**src/rtl/stream_demux.sv**
```systemverilog
// rtl/stream_demux.sv - two-channel stream demultiplexer with per-channel FIFOs
module stream_demux #(
    parameter int WIDTH = 8,
    parameter int DEPTH = 4
) (
    input  logic                     clk,
    input  logic                     rst,
    input  logic                     in_valid,
    input  logic                     in_sel,
    input  logic [WIDTH-1:0]         in_data,
    output logic                     in_ready,
    output logic                     out0_valid,
    output logic [WIDTH-1:0]         out0_data,
    input  logic                     out0_ready,
    output logic                     out1_valid,
    output logic [WIDTH-1:0]         out1_data,
    input  logic                     out1_ready,
    output logic [$clog2(DEPTH):0]   lvl0,
    output logic [$clog2(DEPTH):0]   lvl1,
    output logic [15:0]              cnt0,
    output logic [15:0]              cnt1
);

    localparam int PW = $clog2(DEPTH);
    localparam int LW = PW + 1;
    localparam logic [LW-1:0] FULL = LW'(DEPTH);

    logic [LW-1:0]    lvl_w  [2];
    logic [15:0]      cnt_w  [2];
    logic [WIDTH-1:0] head_w [2];
    logic [1:0]       valid_w;
    logic [1:0]       take;

    assign take = {out1_ready, out0_ready};

    // Ready looks only at the channel the current word is steered to.
    assign in_ready = in_sel ? (lvl_w[1] != FULL) : (lvl_w[0] != FULL);

    for (genvar k = 0; k < 2; k++) begin : g_ch
        logic [WIDTH-1:0] mem [DEPTH];
        logic [PW-1:0]    wr_ptr;
        logic [PW-1:0]    rd_ptr;
        logic [LW-1:0]    lvl;
        logic [15:0]      cnt;
        logic             sel_match;
        logic             push;
        logic             pop;

        assign sel_match = (k == 0) ? ~in_sel : in_sel;
        assign push      = in_valid & in_ready & sel_match;
        assign pop       = valid_w[k] & take[k];

        assign valid_w[k] = (lvl != '0);
        assign head_w[k]  = mem[rd_ptr];
        assign lvl_w[k]   = lvl;
        assign cnt_w[k]   = cnt;

        // Storage: cleared on reset so the head word reads as zero when empty.
        always_ff @(posedge clk or posedge rst) begin
            if (rst) begin
                for (int i = 0; i < DEPTH; i++) begin
                    mem[i] <= '0;
                end
            end else if (push) begin
                mem[wr_ptr] <= in_data;
            end
        end

        // Pointers, occupancy and delivered-word counter; pointers wrap naturally.
        always_ff @(posedge clk or posedge rst) begin
            if (rst) begin
                wr_ptr <= '0;
                rd_ptr <= '0;
                lvl    <= '0;
                cnt    <= '0;
            end else begin
                if (push) begin
                    wr_ptr <= wr_ptr + PW'(1);
                end
                if (pop) begin
                    rd_ptr <= rd_ptr + PW'(1);
                    cnt    <= cnt + 16'd1;
                end
                case ({push, pop})
                    2'b10:   lvl <= lvl + LW'(1);
                    2'b01:   lvl <= lvl - LW'(1);
                    default: lvl <= lvl;
                endcase
            end
        end
    end

    assign out0_valid = valid_w[0];
    assign out1_valid = valid_w[1];
    assign out0_data  = head_w[0];
    assign out1_data  = head_w[1];
    assign lvl0       = lvl_w[0];
    assign lvl1       = lvl_w[1];
    assign cnt0       = cnt_w[0];
    assign cnt1       = cnt_w[1];

endmodule

```
**config.mk**
```make
export PLATFORM = sky130hd
export DESIGN_NAME = stream_demux
export DESIGN_NICKNAME = d
export VERILOG_FILES = /design/src/rtl/stream_demux.sv
export SDC_FILE = /design/constraint.sdc
export NUM_CORES = 1
export LEC_CHECK = 0
export BUFFER_PORTS_ARGS = -buffer_cell sky130_fd_sc_hd__buf_4
export CAP_MARGIN = 20
export CORE_MARGIN = 5
export CORE_UTILIZATION = 35
export DETAILED_ROUTE_END_ITERATION = 8
export GPL_TIMING_DRIVEN = 0
export PLACE_DENSITY_LB_ADDON = 0.2
export SKIP_LAST_GASP = 1
export SLEW_MARGIN = 30
export SYNTH_ARGS = -nofsm -noshare
export SYNTH_HDL_FRONTEND = slang
export SYNTH_SLANG_ARGS = --single-unit
```
**constraint.sdc**
```tcl
create_clock -name clk -period 4.8 [get_ports clk]
set_input_delay 0.96 -clock clk [delete_from_list [all_inputs] [get_ports clk]]
set_output_delay 0.96 -clock clk [all_outputs]
set_load 0.005 [all_outputs]
```
== Word-level counts from Yosys, hierarchy flattened ==
Cells that the tools add are included.
Storage, ports and cells
  register bits: 110
  bits of input ports: 14
  output and inout port bits: 57
  logic and storage cells: 69
Operators by class
  $add $sub $neg: 10
  order comparisons: 6
  equal/unequal tests: 6
  muxes and demuxes: 15
  bitwise logic cells: 10
  reduce and logical (&&, ||, !) cells: 6
Operator list (count)
  32-bit bitwise mux: 2
  8-bit two-way mux: 6
  16-bit by 1-bit adder with 16-bit output, second input constant: 2
  8-bit binary-select mux with 2-bit select: 2
  8-bit demux with 2-bit select: 2
  3-bit greater-or-equal comparator, second input constant: 4
  2-bit inverter with 3-bit output: 4
  3-bit one-hot mux with 2 select lines: 2
  2-bit by 1-bit adder with 2-bit output, second input constant: 4
  3-bit by 1-bit adder with 3-bit output, second input constant: 2
  3-bit by 1-bit < comparator with 1-bit output, second input constant: 2
  3-bit inequality test, second input constant: 2
  3-bit nonzero test: 2
  3-bit by 1-bit subtractor with 3-bit output, second input constant: 2
  1-bit bitwise AND: 5
  2-bit by 1-bit == test with 1-bit output, second input constant: 2
  2-bit == test, second input constant: 2
  2-bit nonzero test: 2
  1-bit logical AND: 2
  1-bit two-way mux: 1
  1-bit inverter: 1

== Depth between registers and ports, before layout ==
  depth in word-level cells: 6
  gate-level depth with buffers: 10
  mapped depth without buffers: 10

== Least setup slack after synthesis ==
No wires, ideal clock.
  path kind: in2reg
  start: in in_sel
  end: reg g_ch[0].lvl[2] (netlist: lvl0[2])
  setup time: 79 ps
  arrival: 2310 ps
  data required time: 4721 ps
  setup slack: 2410 ps
  stages: 9
  buffers on the path: 1
  cell sequence: and3b_1 buf_6 inv_1 ha_1 inv_1 fa_1 xor2_1 nor2_1 xor2_1
Between the ends
  cells in the longest elaborated chain, start to end: 5
  elaborated cells on any way between the ends: 8
  classes of those cells: eq/ne (2); mux (2); bitwise (3); reduce/logical (1)
Ends and longest elaborated chain
  from (decl): RTL line 9  | input logic in_sel,
  1-bit two-way mux: RTL line 37  | assign in_ready = in_sel ? (lvl_w[1] != FULL) : (lvl_w[0] != FULL);
  1-bit bitwise AND: RTL line 50  | assign push = in_valid & in_ready & sel_match;
  1-bit bitwise AND *: RTL line 50
  2-bit by 1-bit == test with 1-bit output or 2-bit == test (tied branches): RTL line 84  | case ({push, pop})
  3-bit one-hot mux with 2 select lines or 2-bit nonzero test (tied branches)
  to (signal assigned): RTL line 85  | 2'b10: lvl <= lvl + LW'(1);
  to (signal assigned): RTL line 86  | 2'b01: lvl <= lvl - LW'(1);
  to (signal assigned): RTL line 87  | default: lvl <= lvl;
  to (decl): RTL line 43  | logic [LW-1:0] lvl;
Mark *: on every way between the ends. The rest lies on a longest branch, timed or not.
A chain may end at the register's enable or synchronous reset.

== Worst setup path in the final report ==
  start: reg g_ch[0].rd_ptr[1]
  end: out out0_data[6]
Between the ends
  cells in the longest elaborated chain, start to end: 4
Ends and longest elaborated chain
  from (decl): RTL line 42  | logic [PW-1:0] rd_ptr;
  from (signal assigned): RTL line 81  | rd_ptr <= rd_ptr + PW'(1);
  2-bit inverter with 3-bit output (implied by the code): RTL line 54  | assign head_w[k] = mem[rd_ptr];
  8-bit binary-select mux with 2-bit select: RTL line 54
  8-bit two-way mux (implied by the code) (2 in a row): RTL line 54
  to (decl): RTL line 13  | output logic [WIDTH-1:0] out0_data,
No other way between the ends. The select of a mux whose other input is x is not followed.

==> flow_summary.ini <==
[run_status]
status = finished clean

[cts]
cts_sinks = 110
cts_tree = done
cts_root_buffer = clkbuf_16
postCtsResizedCells = 0
postCtsHoldBufs = 0
numCtsBuffers = 9
htree_levels = 3
postCtsSetupBuffers = 0
clk_pin_slew_ns = 0.08
cts.path.max_buffers = 2
clkLatencyLatePin_ns = 0.35

[grt]
grt_overflow = 0
grt_pass1_wl_um = 16600
first_global_vias = 3223
antenna_found_initial = 0
grt_start_max_net_pins = 92
grt_usage = 0.127

[worst_setup_path]
critical_path_class = reg -> out
worst-path-buf-inv = 2
critPathArrivalTime_ns = 1.74
max_stage_delay_ns = 0.48
crit_fanout = 9
cp_slowest_cell = buf_1
crit_required_ns = 3.84
startpoint_type = register
cp_cell_sequence = buf_1 -> mux4_2 -> buf_4
worst-r2r-cell-count = 10
path_delay_family = buffers and inverters
cp.depth = 3
endpoint_kind = primary output

[yosys]
yosys.area_share.simple = 0.0863
synth_cells = 348
yosys-mux-area-fraction = 0.222
syn_avg_cell_area_um2 = 14.4
synth_compound_area_frac = 0.0125
synth_top_family_by_area = multiplexers
syn_area_um2 = 5010
ys_types = 31
synth_seq_area_share = 0.549
synth-xor-area-share = 0.0734
ys_ff_latch = 110
synth_fa_ha_area_frac = 0.0379
ys_warn_count = 0
syn_nets = 376

[route]
totalWireLength_um = 9710
avgViaCountPerCell = 4.73
first_iter_violations = 72
ant_nets = 0
firstDrtPassIters = 4
vias = 2910
wl_per_cell_um = 15.8
drcViolationCount = 0

[cells_and_area]
n_antenna_cell = 0
area_growth_pct = 22.1
layout.nets = 458
fin_cells = 615
layout-drive-gt1-share = 0.343
fillCellCount = 1312

[timing]
max-slew-margin-rel = 0.576
final.setup_skew_ns = 0.0114
fin_crit_ns = 2.70
fmax_mhz = 370
drv_slew = 0
tightest_slew_ns = 0.636
hold_viol = 0
setup_viol = 0
fin_ws_ns = 2.10
fin_crit_sh = 0.563
rsz0062_at_grt = false

[pwr]
pwr-share-comb = 0.378
clkPwrFrac = 0.209
switching_share = 0.310
power_frac_seq = 0.413
power.switching_w = 0.00119
p_leak_nw = 2.80
peakVddDrop_v = 0.000270
p_int_w = 0.00264
p_per_area_nw_per_um2 = 625
total_power_w = 0.00383

[die]
die_x_um = 130
rows = 43
io_pins = 71
start_util = 0.358
die_area_um2 = 16800
core_area_um2 = 14000
dieHeight_um = 130

[placed_design]
port-buffer-count = 70
hpwl_um = 6720
routabilityCongestion = 0.711
dp.cells = 599
pre_cts_ws_ns = 2.22

[min_path]
min_path_type = reg -> reg
min_path_cells = 1

[flow_run]
timing.max_cap.violations = 0
through the flow:
stage / hold slack [ns] / TNS [ns] / cell area [um^2] / utilization
2_1_floorplan: 0.459 / 0 / 5010 / -
3_5_place_dp: 0.470 / 0 / 5800 / 0.415
3_3_place_gp: 0.463 / -44.39 / 5770 / 0.412
5_1_grt: 0.496 / 0 / 6120 / 0.438
4_1_cts: 0.486 / 0 / 6120 / 0.438
6_report: 0.475 / 0 / 6120 / 0.438
final timing paths:
check	start	slack (ns)	to
min in group asynchronous	rst	0.52	lvl0[2]
max	g_ch[0].rd_ptr[1]	2.10	out0_data[6]
max reg2reg	lvl0[0]	2.42	lvl0[2]
max in group asynchronous	rst	3.58	cnt1[1]
min reg2reg	cnt1[15]	0.48	cnt1[15]
min	cnt1[15]	0.48	cnt1[15]
cell usage after synthesis (all sizes together):
cell    count  share of area
and3        3         0.0037
nor4        1         0.0025
and4        1         0.0017
mux2       65           0.15
buf         5         0.0057
nand3      11          0.011
mux4       16          0.072
or3b        1         0.0017
o311ai      1         0.0017
o21ai       2         0.0020
xnor2      30          0.052
nand4       7         0.0087
a31oi       1         0.0012
inv        18          0.013
or3         2         0.0025
ha         12          0.030
nand2      26          0.038
o31ai       1         0.0042
dfrtp     110           0.55
a21oi       1         0.0032
nor3        6         0.0060
xor2       12          0.021
and3b       1         0.0017
nor2       11         0.0082
mux2i       2         0.0040
fa          2         0.0080
layout by cell type, fill, tap and decap left out, types with 11 or more instances in the layout:
| master | n |
|---|---|
| mux4_2 | 16 |
| nand3_1 | 11 |
| xnor2_1 | 30 |
| dfrtp_1 | 110 |
| nor2_1 | 11 |
| inv_1 | 17 |
| nand2_1 | 18 |
| buf_4 | 70 |
| ha_1 | 12 |
| mux2_2 | 31 |
| mux2_1 | 34 |
| xor2_1 | 12 |
power by group through the flow:
stage	registers, W	clock network [W]	logic [W]
6_report	0.00158	0.000799	0.00145
5_1_grt	0.00164	0.000873	0.00161
4_1_cts	0.00158	0.000833	0.00149
3_5_place_dp	0.00160	0	0.00149
3_3_place_gp	0.00158	0	0.00145
2_1_floorplan	0.00153	0	0.000951
logic make-up after synthesis:
family          count (synthesis)
fa+ha+maj                      14
buf+inv                        23
compound gates                  6
mux                            83
simple gates                   70
flops                         110
xor+xnor                       42
per-layer routing:
layer | wire (um) | global-route usage | vias to the layer above
li1 | - | - | 1386
met1 | 4750 | 0.175 | 1454
met2 | 4420 | 0.197 | 63
met3 | 432 | 0.0426 | 7
met4 | 100 | 0.0293 | 0
met5 | 0 | 0 | -
final cells by class:
type,count,area (um^2),share of cell area
tap,180,225,0.0368
buffer,5,28.8,0.00470
clock buffer,9,225,0.0368
clock inverter,7,96.3,0.0157
multi-input combinational,215,2170,0.354
sequential,110,2750,0.450
timing repair buffer,71,553,0.0903
inverter,18,75.1,0.0123
sequential cells by signal (all words and copies together) (netlist names):
signal,cells
cnt1,16
lvl0,3
g_ch.mem,64
g_ch.rd_ptr,4
g_ch.wr_ptr,4
cnt0,16
lvl1,3
Power figures use the tool's default switching activity.
